<file path="config.mk">
export PLATFORM = sky130hd
export DESIGN_NAME = sensor_scan_controller_flat
export DESIGN_NICKNAME = d
export VERILOG_FILES = /design/src/rtl/sensor_scan_controller_if.sv /design/src/rtl/sensor_scan_controller.sv /design/src/flat_wrapper.sv
export SDC_FILE = /design/constraint.sdc
export NUM_CORES = 1
export LEC_CHECK = 0
export ABC_CLOCK_PERIOD_IN_PS = 4000
export BUFFER_PORTS_ARGS = -buffer_cell sky130_fd_sc_hd__buf_2
export CAP_MARGIN = 20
export CORE_MARGIN = 5
export CORE_UTILIZATION = 40
export DETAILED_ROUTE_END_ITERATION = 16
export PLACE_DENSITY_LB_ADDON = 0.3
export SKIP_CTS_REPAIR_TIMING = 1
export SLEW_MARGIN = 20
export SYNTH_ARGS = -nofsm -noshare
export SYNTH_HDL_FRONTEND = slang
export SYNTH_SLANG_ARGS = --single-unit
</file>
<file path="constraint.sdc">
create_clock -name clk -period 4 [get_ports clk]
set_input_delay 1 -clock clk [delete_from_list [all_inputs] [get_ports clk]]
set_output_delay 1 -clock clk [all_outputs]
set_load 0.005 [all_outputs]
</file>
<file path="src/rtl/sensor_scan_controller_if.sv">
// Change-event handshake between the board scanner and the game CPU.
// The scanner drives one square change per accepted valid/ready transfer.
interface sensor_scan_controller_if #(
   parameter int N_BITS = 32
);
   localparam int IW = $clog2(N_BITS);

   logic          evt_valid;
   logic          evt_ready;
   logic [IW-1:0] evt_index;
   logic          evt_value;

   modport master (
      output evt_valid,
      output evt_index,
      output evt_value,
      input  evt_ready
   );

   modport slave (
      input  evt_valid,
      input  evt_index,
      input  evt_value,
      output evt_ready
   );
endinterface

</file>
<file path="src/rtl/sensor_scan_controller.sv">
// Checkers-board PISO chain scanner with frame debounce and change events.
// Define SENSOR_INVERT_EN to invert sr_data for active-low hall sensors.
module sensor_scan_controller #(
   parameter int N_BITS          = 32,
   parameter int CLK_DIV         = 100,
   parameter int DEBOUNCE_FRAMES = 3,
   parameter int SCAN_GAP        = 256
) (
   input  logic                   clk,
   input  logic                   reset_n,
   input  logic                   enable,
   output logic                   sr_clk,
   output logic                   sr_load_n,
   input  logic                   sr_data,
   output logic [N_BITS-1:0]      board_state,
   output logic                   board_valid,
   output logic                   frame_done,
   sensor_scan_controller_if.master evt
);

   localparam int IW   = $clog2(N_BITS);
   localparam int BW   = $clog2(N_BITS + 1);
   localparam int MW   = $clog2(DEBOUNCE_FRAMES + 1);
   localparam int CMAX = (2 * CLK_DIV > SCAN_GAP) ? 2 * CLK_DIV : SCAN_GAP;
   localparam int CW   = $clog2(CMAX + 1);
   localparam logic [N_BITS-1:0] ONE = N_BITS'(1);

   typedef enum logic [2:0] {
      S_IDLE,
      S_LOAD,
      S_SHIFT,
      S_CAPTURE,
      S_EVENT,
      S_GAP
   } state_t;

   state_t state, state_nxt;

   logic [CW-1:0]     cnt;
   logic [BW-1:0]     bit_cnt;
   logic [N_BITS-1:0] samp;
   logic [N_BITS-1:0] prev_frame;
   logic [N_BITS-1:0] pend;
   logic [N_BITS-1:0] pend_nxt;
   logic [N_BITS-1:0] diff;
   logic [MW-1:0]     match_cnt;
   logic [MW-1:0]     match_nxt;
   logic [IW-1:0]     idx;
   logic              sample_bit;
   logic              accept;
   logic              hs;
   logic              cnt_load_end;
   logic              cnt_half_end;
   logic              cnt_gap_end;
   logic              last_bit;

`ifdef SENSOR_INVERT_EN
   assign sample_bit = ~sr_data;
`else
   assign sample_bit = sr_data;
`endif

   assign cnt_load_end = (cnt == CW'(2 * CLK_DIV - 1));
   assign cnt_half_end = (cnt == CW'(CLK_DIV - 1));
   assign cnt_gap_end  = (({1'b0, cnt} + (CW+1)'(1)) >= (CW+1)'(SCAN_GAP));
   assign last_bit     = (bit_cnt == BW'(N_BITS));

   assign diff     = samp ^ board_state;
   assign pend_nxt = pend & (pend - ONE);
   assign accept   = (match_nxt >= MW'(DEBOUNCE_FRAMES));

   always_comb begin
      match_nxt = MW'(1);
      if (samp == prev_frame) begin
         if (match_cnt >= MW'(DEBOUNCE_FRAMES))
            match_nxt = MW'(DEBOUNCE_FRAMES);
         else
            match_nxt = match_cnt + MW'(1);
      end
   end

   // Lowest pending square first; pend only shrinks on a handshake.
   always_comb begin
      idx = '0;
      for (int i = N_BITS - 1; i >= 0; i--)
         if (pend[i]) idx = IW'(i);
   end

   assign sr_load_n     = (state != S_LOAD);
   assign frame_done    = (state == S_CAPTURE);
   assign evt.evt_valid = (state == S_EVENT);
   assign evt.evt_index = idx;
   assign evt.evt_value = evt.evt_valid & samp[idx];
   assign hs            = evt.evt_valid & evt.evt_ready;

   always_ff @(posedge clk) begin
      if (!reset_n) state <= S_IDLE;
      else          state <= state_nxt;
   end

   always_comb begin
      state_nxt = state;
      unique case (state)
         S_IDLE:    if (enable) state_nxt = S_LOAD;
         S_LOAD:    if (cnt_load_end) state_nxt = S_SHIFT;
         S_SHIFT:   if (cnt_half_end && sr_clk && last_bit)
                       state_nxt = S_CAPTURE;
         S_CAPTURE: if (accept && board_valid && diff != '0)
                       state_nxt = S_EVENT;
                    else
                       state_nxt = S_GAP;
         S_EVENT:   if (hs && pend_nxt == '0) state_nxt = S_GAP;
         S_GAP:     if (cnt_gap_end) state_nxt = S_IDLE;
         default:   state_nxt = S_IDLE;
      endcase
   end

   always_ff @(posedge clk) begin
      if (!reset_n) begin
         cnt         <= '0;
         bit_cnt     <= '0;
         sr_clk      <= 1'b0;
         samp        <= '0;
         prev_frame  <= '0;
         match_cnt   <= '0;
         pend        <= '0;
         board_state <= '0;
         board_valid <= 1'b0;
      end else begin
         cnt <= '0;
         case (state)
            S_LOAD: begin
               bit_cnt <= '0;
               if (!cnt_load_end) cnt <= cnt + CW'(1);
            end
            S_SHIFT: begin
               if (cnt_half_end) begin
                  sr_clk <= ~sr_clk;
                  // Sample QH on the edge that raises sr_clk, before the chain shifts.
                  if (!sr_clk) begin
                     samp[bit_cnt[IW-1:0]] <= sample_bit;
                     bit_cnt <= bit_cnt + BW'(1);
                  end
               end else begin
                  cnt <= cnt + CW'(1);
               end
            end
            S_CAPTURE: begin
               prev_frame <= samp;
               match_cnt  <= match_nxt;
               if (accept) begin
                  if (!board_valid) begin
                     board_state <= samp;
                     board_valid <= 1'b1;
                  end else begin
                     pend <= diff;
                  end
               end
            end
            S_EVENT: begin
               if (hs) begin
                  board_state[idx] <= samp[idx];
                  pend <= pend_nxt;
               end
            end
            S_GAP: begin
               if (!cnt_gap_end) cnt <= cnt + CW'(1);
            end
            default: ;
         endcase
      end
   end

endmodule

</file>
<file path="src/flat_wrapper.sv">
// flat-port wrapper written by rule: the top's interface ports become plain ports
module sensor_scan_controller_flat 
#(
   parameter int N_BITS          = 32,
   parameter int CLK_DIV         = 100,
   parameter int DEBOUNCE_FRAMES = 3,
   parameter int SCAN_GAP        = 256
)
  (clk, reset_n, enable, sr_clk, sr_load_n, sr_data, board_state, board_valid, frame_done, evt_evt_valid, evt_evt_index, evt_evt_value, evt_evt_ready);
  sensor_scan_controller_if #(.N_BITS(N_BITS)) evt_i ();
  input  logic clk;
  input  logic reset_n;
  input  logic enable;
  output logic sr_clk;
  output logic sr_load_n;
  input  logic sr_data;
  output logic [N_BITS-1:0] board_state;
  output logic board_valid;
  output logic frame_done;
  output wire logic [$bits(evt_i.evt_valid)-1:0] evt_evt_valid;
  output wire logic [$bits(evt_i.evt_index)-1:0] evt_evt_index;
  output wire logic [$bits(evt_i.evt_value)-1:0] evt_evt_value;
  input wire logic [$bits(evt_i.evt_ready)-1:0] evt_evt_ready;
  assign evt_evt_valid = evt_i.evt_valid;
  assign evt_evt_index = evt_i.evt_index;
  assign evt_evt_value = evt_i.evt_value;
  assign evt_i.evt_ready = evt_evt_ready;
  sensor_scan_controller #(.N_BITS(N_BITS), .CLK_DIV(CLK_DIV), .DEBOUNCE_FRAMES(DEBOUNCE_FRAMES), .SCAN_GAP(SCAN_GAP)) u_core (.clk(clk), .reset_n(reset_n), .enable(enable), .sr_clk(sr_clk), .sr_load_n(sr_load_n), .sr_data(sr_data), .board_state(board_state), .board_valid(board_valid), .frame_done(frame_done), .evt(evt_i));
endmodule
</file>
## Word-level counts from Yosys, hierarchy flattened

Cells that the tools add are included.

| word-level totals | value |
|---|---|
| bits in registers | 150 |
| output and inout port bits | 43 |
| logic and storage cells | 131 |
| input port bits | 5 |

| operators by class | value |
|---|---|
| muxes and demuxes | 64 |
| bitwise gates (word level) | 5 |
| magnitude comparators | 7 |
| eq/ne operators | 21 |
| reductions and logical operators | 19 |
| add/sub/neg operators | 5 |

Operators with widths:

| kind | number |
|---|---|
| $mux W32 | 6 |
| $mux W5 | 32 |
| $pmux W32 S2 | 2 |
| $bwmux W32 | 2 |
| $and A32 B32 Y32 | 1 |
| $eq A32 B32 Y1 | 1 |
| $logic_not A32 Y1 | 1 |
| $reduce_bool A32 Y1 | 1 |
| $sub A32 B1 Y32 const B | 1 |
| $xor A32 B32 Y32 | 1 |
| $mux W9 | 3 |
| $pmux W9 S3 | 1 |
| $pmux W3 S6 | 1 |
| $mux W3 | 5 |
| $lt A5 B6 Y1 const B | 2 |
| $mux W6 | 2 |
| $ne A2 B1 Y1 const B | 6 |
| $pmux W6 S2 | 1 |
| $add A9 B1 Y10 const B | 1 |
| $demux W1 S5 | 2 |
| $ge A10 B9 Y1 const B | 1 |
| $ge A5 B1 Y1 const B | 2 |
| $ne A2 B2 Y1 const B | 5 |
| $add A9 B1 Y9 const B | 1 |
| other kinds (22) | 40 |

## Logic depth before layout (Yosys ltp)

Gate-level depths: netlist of the first run.

| logic depth | value |
|---|---|
| depth in word-level cells | 39 |
| mapped depth | 13 |
| mapped depth without buffers | 10 |

## Least setup slack after synthesis of the first run

No wires, ideal clock.

| timing | value |
|---|---|
| kind | register to output |
| start point | register u_core.pend[10] |
| end point | output port evt_evt_value |
| path buffers | 2 |
| data required time | 3,000 ps |
| slack | 213 ps |
| arrival time | 2,787 ps |
| stages on the path, launching flop included | 13 |
| cell sequence | dfxtp_1 buf_4 or4_1 nor3_1 o211a_1 or4_1 buf_2 inv_2 o21ai_1 o21ai_1 a2111oi_2 nand2_2 nor3_1 |

| between the ends | value |
|---|---|
| longest elaborated chain between the ends | 14 |

Ends and longest elaborated chain:

| item | line | RTL |
|---|---|---|
| start, declared | sensor_scan_controller.sv:43 | `logic [N_BITS-1:0] pend;` |
| start signal, assigned | sensor_scan_controller.sv:156 | `pend <= diff;` |
| start signal, assigned | sensor_scan_controller.sv:163 | `pend <= pend_nxt;` |
| $mux W5 (11 in a row) | sensor_scan_controller.sv:86 | `if (pend[i]) idx = IW'(i);` |
| $bmux W1 S5 | sensor_scan_controller.sv:93 | `assign evt.evt_value = evt.evt_valid & samp[idx];` |
| $mux W1 (implied by the code) | sensor_scan_controller.sv:93 |  |
| $and A1 B1 Y1 | sensor_scan_controller.sv:93 |  |
| end, declared | flat_wrapper.sv:22 | `output wire logic [$bits(evt_i.evt_value)-1:0] evt_evt_value;` |

Every way passes these cells. The select of a mux whose other input is x is not followed.

## Final worst setup path of the first run

| timing | value |
|---|---|
| start point | register u_core.pend[29] |
| end point | output port evt_evt_value |

| between the ends | value |
|---|---|
| longest elaborated chain between the ends | 33 |

Ends and longest elaborated chain:

| item | line |
|---|---|
| $mux W5 (30 in a row) | sensor_scan_controller.sv:86 |
| $bmux W1 S5 | sensor_scan_controller.sv:93 |
| $mux W1 (implied by the code) | sensor_scan_controller.sv:93 |
| $and A1 B1 Y1 | sensor_scan_controller.sv:93 |

Every way passes these cells. The select of a mux whose other input is x is not followed.

==> results.py, run 1 <==
metrics = {
    "sta": {
        "finalCriticalPeriod_ps": 4030,
        "finalHoldViolCount": 0,
        "worstMarginPinSlew_ps": 1000,
        "setup_slack_ps": -28.5,
        "fmax_mhz": 248,
        "slew_viol_final": 0,
        "rsz0062_at_grt": "yes",
        "finalSetupViolations": 1,
        "relSlewSlack_pct": 33.0,
        "period_share_pct": 101,
        "hold-worst-slack_ps": 468,
        "worst_clock_skew_ps": 12.5,
    },
    "setup_path": {
        "cpMaxStageDelayCell": "or4_4",
        "cp_top_family": "simple AND/OR/NAND/NOR gates",
        "cp-end-kind": "primary output",
        "start_kind": "flip-flop",
        "cpPeakStageDelay_ps": 570,
        "path_class": "reg -> out",
        "critical_path_buf_inv_count": 2,
        "crit_fanout": 4,
        "worst-endpoint-arrival_ps": 3030,
        "crit_chain": "or4_4 > nor2b_4 > o311a_1 > nor2b_4 > o211ai_1 > o22ai_2 > nor4b_4 > nand2_2 > nor3_2 > buf_4 > buf_6",
        "required_ps": 3000,
        "cp_common_cell": "nor2b_4",
    },
    "cts": {
        "cts_buffer_depth": 2,
        "clk_latency_ps": 440,
        "path_clk_slew_ps": 70,
        "cts_tree": "yes",
        "clock-sinks": 150,
        "h-tree-depth": 4,
        "root_buffer": "clkbuf_16",
        "numCtsBuffers": 17,
    },
    "synth": {
        "ys_seq_elements": 150,
        "synth.distinct_cells": 77,
        "synth_common_cells": "nand2_1 (207), a21oi_1 (162), dfxtp_1 (150)",
        "synth_area_leaders": "dfxtp_1 (33%), a21oi_1 (8.9%), nand2_1 (8.6%)",
        "yosys.area.top_type_share_pct": 33.1,
        "ys_seq_area_share_pct": 33.1,
        "yosys.area.top_type": "dfxtp_1",
        "syn-cell-area_um2": 9080,
        "yosys_warnings": 0,
        "synth_most_common_cell": "nand2_1",
        "syn_area_per_cell_um2": 7.21,
        "postSynthCellCount": 1259,
        "synth_fp_nets": 1269,
        "synthArstFlopShare_pct": 0,
        "synth_edf_count": 0,
        "synth_ff_type": "dfxtp_1",
    },
    "global_routing": {
        "grt_pass1_vias": 8607,
        "grt_overflow": 0,
        "grt_max_degree": 71,
        "grt_pass1_wl_um": 49400,
        "grt.total_usage_pct": 24.1,
        "antenna_found_initial": 0,
    },
    "detailed_routing": {
        "vias": 9728,
        "via_per_inst": 6.03,
        "ant_nets": 0,
        "drtIter0Drc": 1174,
        "drtPass1Iterations": 6,
        "wirelength_um": 32800,
        "route.detailed.drc": 0,
        "detail_route.wl_per_cell_um": 20.3,
    },
    "finish": {
        "seqCellArea_um2": 3030,
        "multi_input_area_um2": 5790,
        "drive_above_1_share_pct": 20.6,
        "nets": 1325,
        "post-route-util_pct": 48.4,
        "n_antenna_cell": 0,
        "area_delta_synth_final_pct": 19.9,
        "fillers": 2242,
    },
    "worst_hold_path": {
        "hold_path_class": "reg -> reg",
    },
    "floorplan": {
        "die_w_um": 161,
        "io_pins": 48,
        "dieArea_um2": 25800,
        "start_util_pct": 40.3,
        "num_rows": 55,
        "fp.dieH_um": 161,
        "core_area_um2": 22500,
    },
    "power": {
        "powerDensity_nw_per_um2": 325,
        "ir_worst_vdd_mv": 0.217,
        "p_leak_nw": 4.34,
    },
    "status": {
        "violations": "negative setup slack",
        "outcome": "complete, but fails checks",
    },
    "job": {
        "max-cap-violations": 0,
    },
    "placed_design": {
        "place_hpwl_um": 23500,
        "place.port_buffers": 47,
        "finalWeightedCongestion": 0.964,
    },
}
state kept, by name, summed over array words and instances (netlist names):
name and cells:
u_core.board_valid 1, u_core.cnt 9, u_core.samp 32, u_core.prev_frame 32, u_core.pend 32, u_core.sr_clk 1
u_core.state 3, u_core.match_cnt 2, u_core.board_state 32, u_core.bit_cnt 6
routing by layer:
metal  vias to the layer above  GRT usage [%]  share of wire, %  wire length, µm
li1                       4579              -                 -                -
met1                      4603           31.8                42            13900
met2                       439           39.3                46            15000
met3                       107           5.03               7.9             2580
met4                         0           8.17               3.9             1290
met5                         -              0                 0                0
where the power goes:
group / internal, mW / switching (mW)
combinational: 0.0946 / 0.232
sequential: 1.51 / 0.0258
clock: 0.939 / 0.732
stage by stage:
stage | worst slack, ps | power (mW) | TNS (ps) | cells | instance area, µm²
after global routing | -151 | 3.65 | -151 | 1613 | 10900
after CTS | -286 | 3.54 | -286 | 1605 | 10500
after floorplan | 213 | 1.78 | 0 | 1259 | 9080
after detailed placement | 216 | 1.89 | 0 | 1573 | 9910
after global placement | 206 | 1.89 | 0 | 1573 | 9910
final | -28.5 | 3.54 | -28.5 | 1613 | 10900
logic make-up (layout without fill, tap and decap cells):
| logic type | count (synthesis) | count (layout) | synth area share [%] |
|---|---|---|---|
| mux | 5 | 5 | 0.565 |
| simple gates | 517 | 517 | 26.7 |
| flops | 150 | 150 | 33.1 |
| fa+ha+maj | 6 | 6 | 0.799 |
| xor+xnor | 75 | 75 | 7.24 |
| buf+inv | 135 | 204 | 6.30 |
| compound gates | 371 | 371 | 25.3 |
worst reg2reg max path: cells and delay by family (launching register included):
| kind | cells | cell delay (ps) |
|---|---|---|
| buffers and inverters | 1 | 240 |
| and+or+nand+nor | 3 | 1250 |
| AOI/OAI and AO/OA | 3 | 1170 |
| DFF | 1 | 570 |
| xor gates and xnor gates | 1 | 130 |
final cells by class:
type | instances | share of cell area, %
clock buffer | 18 | 3.94
clock inverter | 14 | 1.52
inverter | 23 | 0.804
multi-input combinational | 974 | 53.1
sequential | 150 | 27.8
tap | 285 | 3.28
timing repair buffer | 149 | 9.54
worst paths after layout:
path | depth (start not counted) | end | start | slack, ps
setup / recovery | 11 | evt_evt_value | u_core.pend[29] | -30
hold / removal | 2 | u_core.prev_frame[2] | u_core.prev_frame[2] | 470
setup reg to reg | 8 | u_core.board_state[5] | u_core.samp[18] | 520
hold reg to reg | 2 | u_core.prev_frame[2] | u_core.prev_frame[2] | 470
layout by cell type (no fill, tap or decap), types with 5 or more instances in the layout:
| master | synthesis | layout |
|---|---|---|
| a211oi_1 | 13 | 11 |
| a21o_1 | 7 | 7 |
| a21oi_1 | 162 | 156 |
| a21oi_2 | 0 | 6 |
| a221oi_1 | 5 | 5 |
| a31oi_1 | 21 | 19 |
| and2_1 | 7 | 7 |
| and3_1 | 10 | 10 |
| buf_2 | 9 | 46 |
| buf_4 | 6 | 97 |
| clkbuf_16 | 0 | 17 |
| dfxtp_1 | 150 | 136 |
| dfxtp_2 | 0 | 12 |
| ha_1 | 5 | 5 |
| inv_1 | 20 | 19 |
| inv_6 | 0 | 5 |
| nand2_1 | 207 | 203 |
| nand2_2 | 1 | 5 |
| nand3_1 | 61 | 58 |
| nand4_1 | 16 | 16 |
| nor2_1 | 117 | 113 |
| nor2b_1 | 6 | 5 |
| nor3_1 | 22 | 19 |
| nor4_1 | 31 | 28 |
| o2111ai_1 | 10 | 10 |
| o211ai_1 | 5 | 5 |
| o21a_1 | 10 | 9 |
| o21ai_0 | 73 | 70 |
| o21ai_1 | 6 | 6 |
| o22ai_2 | 10 | 12 |
| o31ai_1 | 10 | 9 |
| or4_4 | 4 | 11 |
| xnor2_1 | 7 | 7 |
| xor2_1 | 68 | 68 |
Note: power is estimated with default switching activity, not from simulation.
==> run 2: changes to the inputs <==
Settings changed: CTS_BUF_LIST set to sky130_fd_sc_hd__clkbuf_2.
==> run 2 against run 1 <==
Via count fell by 1.1%. Total power decreased by 20%. Highest routed layer unchanged. Clock skew up 32 ps. Global-route usage down 0.44 points. Setup slack worse by 420 ps. First-iteration DRC count grew 4.9%. Cell count up 0.31%. Sequential share of layout area increased by 1.3 points. Hold slack better by 15 ps. Combinational power about the same. Critical path depth up 1. Critical endpoint unchanged. The run still ends with negative setup slack left.
==> results.py, run 2 (synthesis results as in run 1) <==
metrics = {
    "setup_path": {
        "cp-end-kind": "primary output",
        "crit_fanout": 7,
        "cpMaxStageDelayCell": "or4_4",
        "crit_chain": "nor2_1 > o311ai_0 > o21a_1 > or4_4 > nand4_1 > buf_4 > o31ai_4 > a2111oi_4 > nand2_2 > nor3_2 > buf_4 > buf_6",
        "path_class": "reg -> out",
        "required_ps": 3000,
        "cpPeakStageDelay_ps": 530,
        "worst-endpoint-arrival_ps": 3440,
        "cp_top_family": "simple AND/OR/NAND/NOR gates",
        "critical_path_buf_inv_count": 3,
        "start_kind": "flip-flop",
        "cp_common_cell": "buf_4",
    },
    "global_routing": {
        "antenna_found_initial": 1,
        "grt_max_degree": 71,
        "grt.total_usage_pct": 23.7,
        "grt_overflow": 0,
        "grt_pass1_vias": 8485,
        "grt_pass1_wl_um": 48500,
    },
    "sta": {
        "finalSetupViolations": 1,
        "setup_tns_ps": -444,
        "setup_slack_ps": -444,
        "finalCriticalPeriod_ps": 4440,
        "worst_clock_skew_ps": 44.4,
        "slew_viol_final": 0,
        "period_share_pct": 111,
        "hold-worst-slack_ps": 483,
        "rsz0062_at_grt": "yes",
        "fmax_mhz": 225,
        "finalHoldViolCount": 0,
        "worstMarginPinSlew_ps": 1020,
        "relSlewSlack_pct": 32.2,
    },
    "cts": {
        "h-tree-depth": 4,
        "clock-sinks": 150,
        "root_buffer": "clkbuf_2",
        "cts_buffer_depth": 2,
        "clk_latency_ps": 760,
        "numCtsBuffers": 17,
        "cts_tree": "yes",
        "path_clk_slew_ps": 240,
    },
    "finish": {
        "nets": 1329,
        "area_delta_synth_final_pct": 15.1,
        "layout_common_cells": "nand2_1 (205), a21oi_1 (160), dfxtp_1 (130), nor2_1 (112), buf_4 (102)",
        "drive_above_1_share_pct": 20.0,
        "layout_commonest_cell": "nand2_1",
        "fillers": 2328,
        "post-route-util_pct": 46.4,
    },
    "placed_design": {
        "finalWeightedCongestion": 0.964,
        "place.port_buffers": 47,
        "place_hpwl_um": 23500,
    },
    "detailed_routing": {
        "drtPass1Iterations": 9,
        "via_per_inst": 5.95,
        "detail_route.wl_per_cell_um": 19.9,
        "vias": 9620,
        "ant_nets": 0,
        "route.detailed.drc": 0,
        "drtIter0Drc": 1232,
        "wirelength_um": 32200,
    },
    "worst_hold_path": {
        "hold_path_class": "reg -> reg",
    },
    "power": {
        "fin_total_pwr_mw": 2.82,
        "ir_worst_vdd_mv": 0.153,
        "powerDensity_nw_per_um2": 270,
        "p_leak_nw": 4.21,
    },
    "floorplan": {
        "io_pins": 48,
        "fp.dieH_um": 161,
        "start_util_pct": 40.3,
        "core_area_um2": 22500,
        "num_rows": 55,
        "die_w_um": 161,
        "dieArea_um2": 25800,
    },
    "status": {
        "violations": "negative setup slack",
        "outcome": "complete, but fails checks",
    },
    "job": {
        "max-cap-violations": 0,
    },
}
run 2: power breakdown:
part	switching, mW	internal [mW]
clock	0.640	0.311
combinational	0.231	0.0941
sequential	0.0256	1.52
run 2: layout make-up:
type / count / area [µm²] / area share [%]
diodes: 1 / 2.50 / 0.0240
well taps: 285 / 357 / 3.41
inverters: 23 / 87.6 / 0.838
clock inverters: 14 / 165 / 1.58
clock buffers: 18 / 90.1 / 0.862
repair buffers: 153 / 1060 / 10.2
multi-input cells: 974 / 5650 / 54.0
flip-flops and latches: 150 / 3040 / 29.1
run 2: worst register-to-register path, stage by stage (launching register included):
cell      delay (ps)
dfxtp_1          640
xor2_1           130
nor4_1           610
nand4_1          240
nor4bb_1         390
buf_4            240
a21o_1           570
o21ai_0          260
a221oi_1         320
run 2: layer usage:
layer | vias up | share of wire [%] | GRT usage (%)
li1 | 4585 | - | -
met1 | 4541 | 43 | 31.7
met2 | 410 | 46 | 38.2
met3 | 84 | 7.3 | 4.41
met4 | 0 | 3.4 | 8.33
met5 | - | 0 | 0
run 2: final timing paths:
kind,from,to,slack [ps],depth (start not counted)
worst min-delay path,u_core.prev_frame[25],u_core.prev_frame[25],480,2
worst min register to register,u_core.prev_frame[25],u_core.prev_frame[25],480,2
worst max-delay path,u_core.pend[4],evt_evt_value,-440,12
worst max register to register,u_core.samp[18],u_core.board_state[5],500,8
run 2: stage by stage:
stage | worst slack, ps | std cells | instance area (µm²)
final | -444 | 1618 | 10400
after global routing | -717 | 1618 | 10400
after CTS | -635 | 1605 | 10200
after detailed placement | 216 | 1573 | 9910
after global placement | 206 | 1573 | 9910
after floorplan | 213 | 1259 | 9080
==> run 3: changes to the inputs <==
Settings changed: ABC_CLOCK_PERIOD_IN_PS 4000 to 3900, CORE_MARGIN 5 to 2.
Clock period 4 ns to 3.9 ns, I/O delays scaled along.
==> run 3 against run 2 <==
The flow still finishes with violations (negative setup slack). Critical endpoint unchanged. Critical path type unchanged. Utilization grew 0.78 points. Sequential share of layout area shrank 0.52 points. Count of clock-buffer cells in the layout is the same. Hold slack lost 2.2 ps.
==> results.py, run 3 (synthesis results as in run 1) <==
metrics = {
    "finish": {
        "layout_commonest_cell": "nand2_1",
        "nets": 1345,
        "drive_above_1_share_pct": 20.2,
        "fin_area_um2": 10600,
        "layout_common_cells": "nand2_1 (204), a21oi_1 (158), dfxtp_1 (139), buf_4 (117), nor2_1 (115)",
        "area_delta_synth_final_pct": 16.7,
        "post-route-util_pct": 47.2,
    },
    "sta": {
        "finalHoldViolCount": 0,
        "period_share_pct": 113,
        "worst_clock_skew_ps": 37.2,
        "finalSetupViolations": 1,
        "slew_viol_final": 0,
        "fmax_mhz": 226,
        "worstMarginPinSlew_ps": 1060,
        "setup_slack_ps": -518,
        "relSlewSlack_pct": 29.3,
        "finalCriticalPeriod_ps": 4420,
        "rsz0062_at_grt": "yes",
    },
    "global_routing": {
        "grt.total_usage_pct": 26.6,
        "grt_pass1_vias": 8702,
        "grt_max_degree": 118,
        "antenna_found_initial": 1,
        "grt_pass1_wl_um": 49800,
        "grt_overflow": 0,
    },
    "setup_path": {
        "cpPeakStageDelay_ps": 440,
        "start_kind": "flip-flop",
        "required_ps": 2920,
        "cpMaxStageDelayCell": "a2111o_1",
        "worst-endpoint-arrival_ps": 3440,
        "reg2reg_depth": 12,
        "crit_fanout": 6,
        "path_class": "reg -> out",
        "cp-end-kind": "primary output",
        "crit_chain": "buf_6 > nor2_2 > a2111o_1 > nor3_4 > o21ai_4 > buf_6 > o211ai_1 > o22ai_2 > nor4b_4 > nand2_2 > nor3_4 > buf_2",
    },
    "worst_hold_path": {
        "hold_path_class": "reg -> reg",
        "min_path_cells": 2,
    },
    "detailed_routing": {
        "via_per_inst": 5.94,
        "vias": 9705,
        "wirelength_um": 32300,
        "detail_route.wl_per_cell_um": 19.8,
        "drtIter0Drc": 1054,
        "ant_nets": 0,
        "route.detailed.drc": 0,
        "drtPass1Iterations": 5,
    },
    "placed_design": {
        "place_hpwl_um": 23200,
        "placed_cell_area_um2": 10100,
        "finalWeightedCongestion": 0.931,
        "place.port_buffers": 47,
    },
    "cts": {
        "cts_tree": "yes",
        "h-tree-depth": 4,
        "root_buffer": "clkbuf_2",
        "clk_latency_ps": 770,
        "cts_buffer_depth": 2,
        "clock-sinks": 150,
        "numCtsBuffers": 17,
        "path_clk_slew_ps": 260,
    },
    "job": {
        "max-cap-violations": 0,
    },
    "floorplan": {
        "io_pins": 48,
        "start_util_pct": 40.5,
        "fp.dieH_um": 155,
        "core_area_um2": 22400,
        "num_rows": 55,
        "die_w_um": 155,
        "dieArea_um2": 23900,
    },
    "status": {
        "violations": "negative setup slack",
        "outcome": "complete, but fails checks",
    },
    "power": {
        "powerDensity_nw_per_um2": 270,
        "ir_worst_vdd_mv": 0.155,
        "p_leak_nw": 4.29,
    },
}
==> run 3: cell types whose count changed in the layout (fill, tap and decap cells not counted), sizes merged <==
| cell | previous run | this run |
|---|---|---|
| buf | 153 | 169 |
| clkinv | 5 | 7 |
| inv | 29 | 27 |
==> run 3: critical path: cells and delay by family, from the launching register on <==
kind	cells	cell delay (ps)
buffers and inverters	3	410
AO/OA/AOI/OAI	4	890
AND/OR/NAND/NOR	5	960
flip-flops	1	410
==> run 3: path summary, 6_finish.rpt <==
path / startpoint / to / slack (ps)
worst max register to register: u_core.pend[6] / u_core.state[0] / 450
worst min-delay path: u_core.prev_frame[12] / u_core.prev_frame[12] / 480
worst max-delay path: u_core.pend[8] / evt_evt_value / -520
worst min register to register: u_core.prev_frame[12] / u_core.prev_frame[12] / 480
==> run 3: per-layer routing <==
| metal | up-vias | global-route usage [%] | wire length, µm | share of wire [%] |
|---|---|---|---|---|
| met5 | - | 0 | 18 | 0.056 |
| met4 | 2 | 10.7 | 1300 | 4.0 |
| met3 | 91 | 4.34 | 2010 | 6.2 |
| met2 | 389 | 42.0 | 14900 | 46 |
| met1 | 4602 | 36.4 | 14100 | 44 |
| li1 | 4621 | - | - | - |
==> run 3: metrics by stage <==
stage	cells	setup slack (ps)	power (mW)	hold WS (ps)	setup TNS (ps)
after global placement	1592	77.9	1.94	438	0
after detailed placement	1592	72.5	1.95	456	0
after floorplan	1259	138	1.83	426	0
after CTS	1624	-843	2.88	482	-886
after global routing	1634	-696	2.99	502	-696
final	1634	-518	2.86	481	-518
==> run 3: power breakdown <==
part / internal [mW] / switching [mW]
clock: 0.306 / 0.635
combinational: 0.0963 / 0.242
sequential: 1.56 / 0.0253
==> run 3: layout make-up <==
cell class                      count  area (µm²)
Clock buffer                       18        90.1
Clock inverter                     14         149
Multi-Input combinational cell    974        5700
Tap cell                          285         357
Inverter                           23        87.6
Timing Repair Buffer              169        1180
Sequential cell                   150        3020
Antenna cell                        1        2.50
Fill cell                        2296       11800
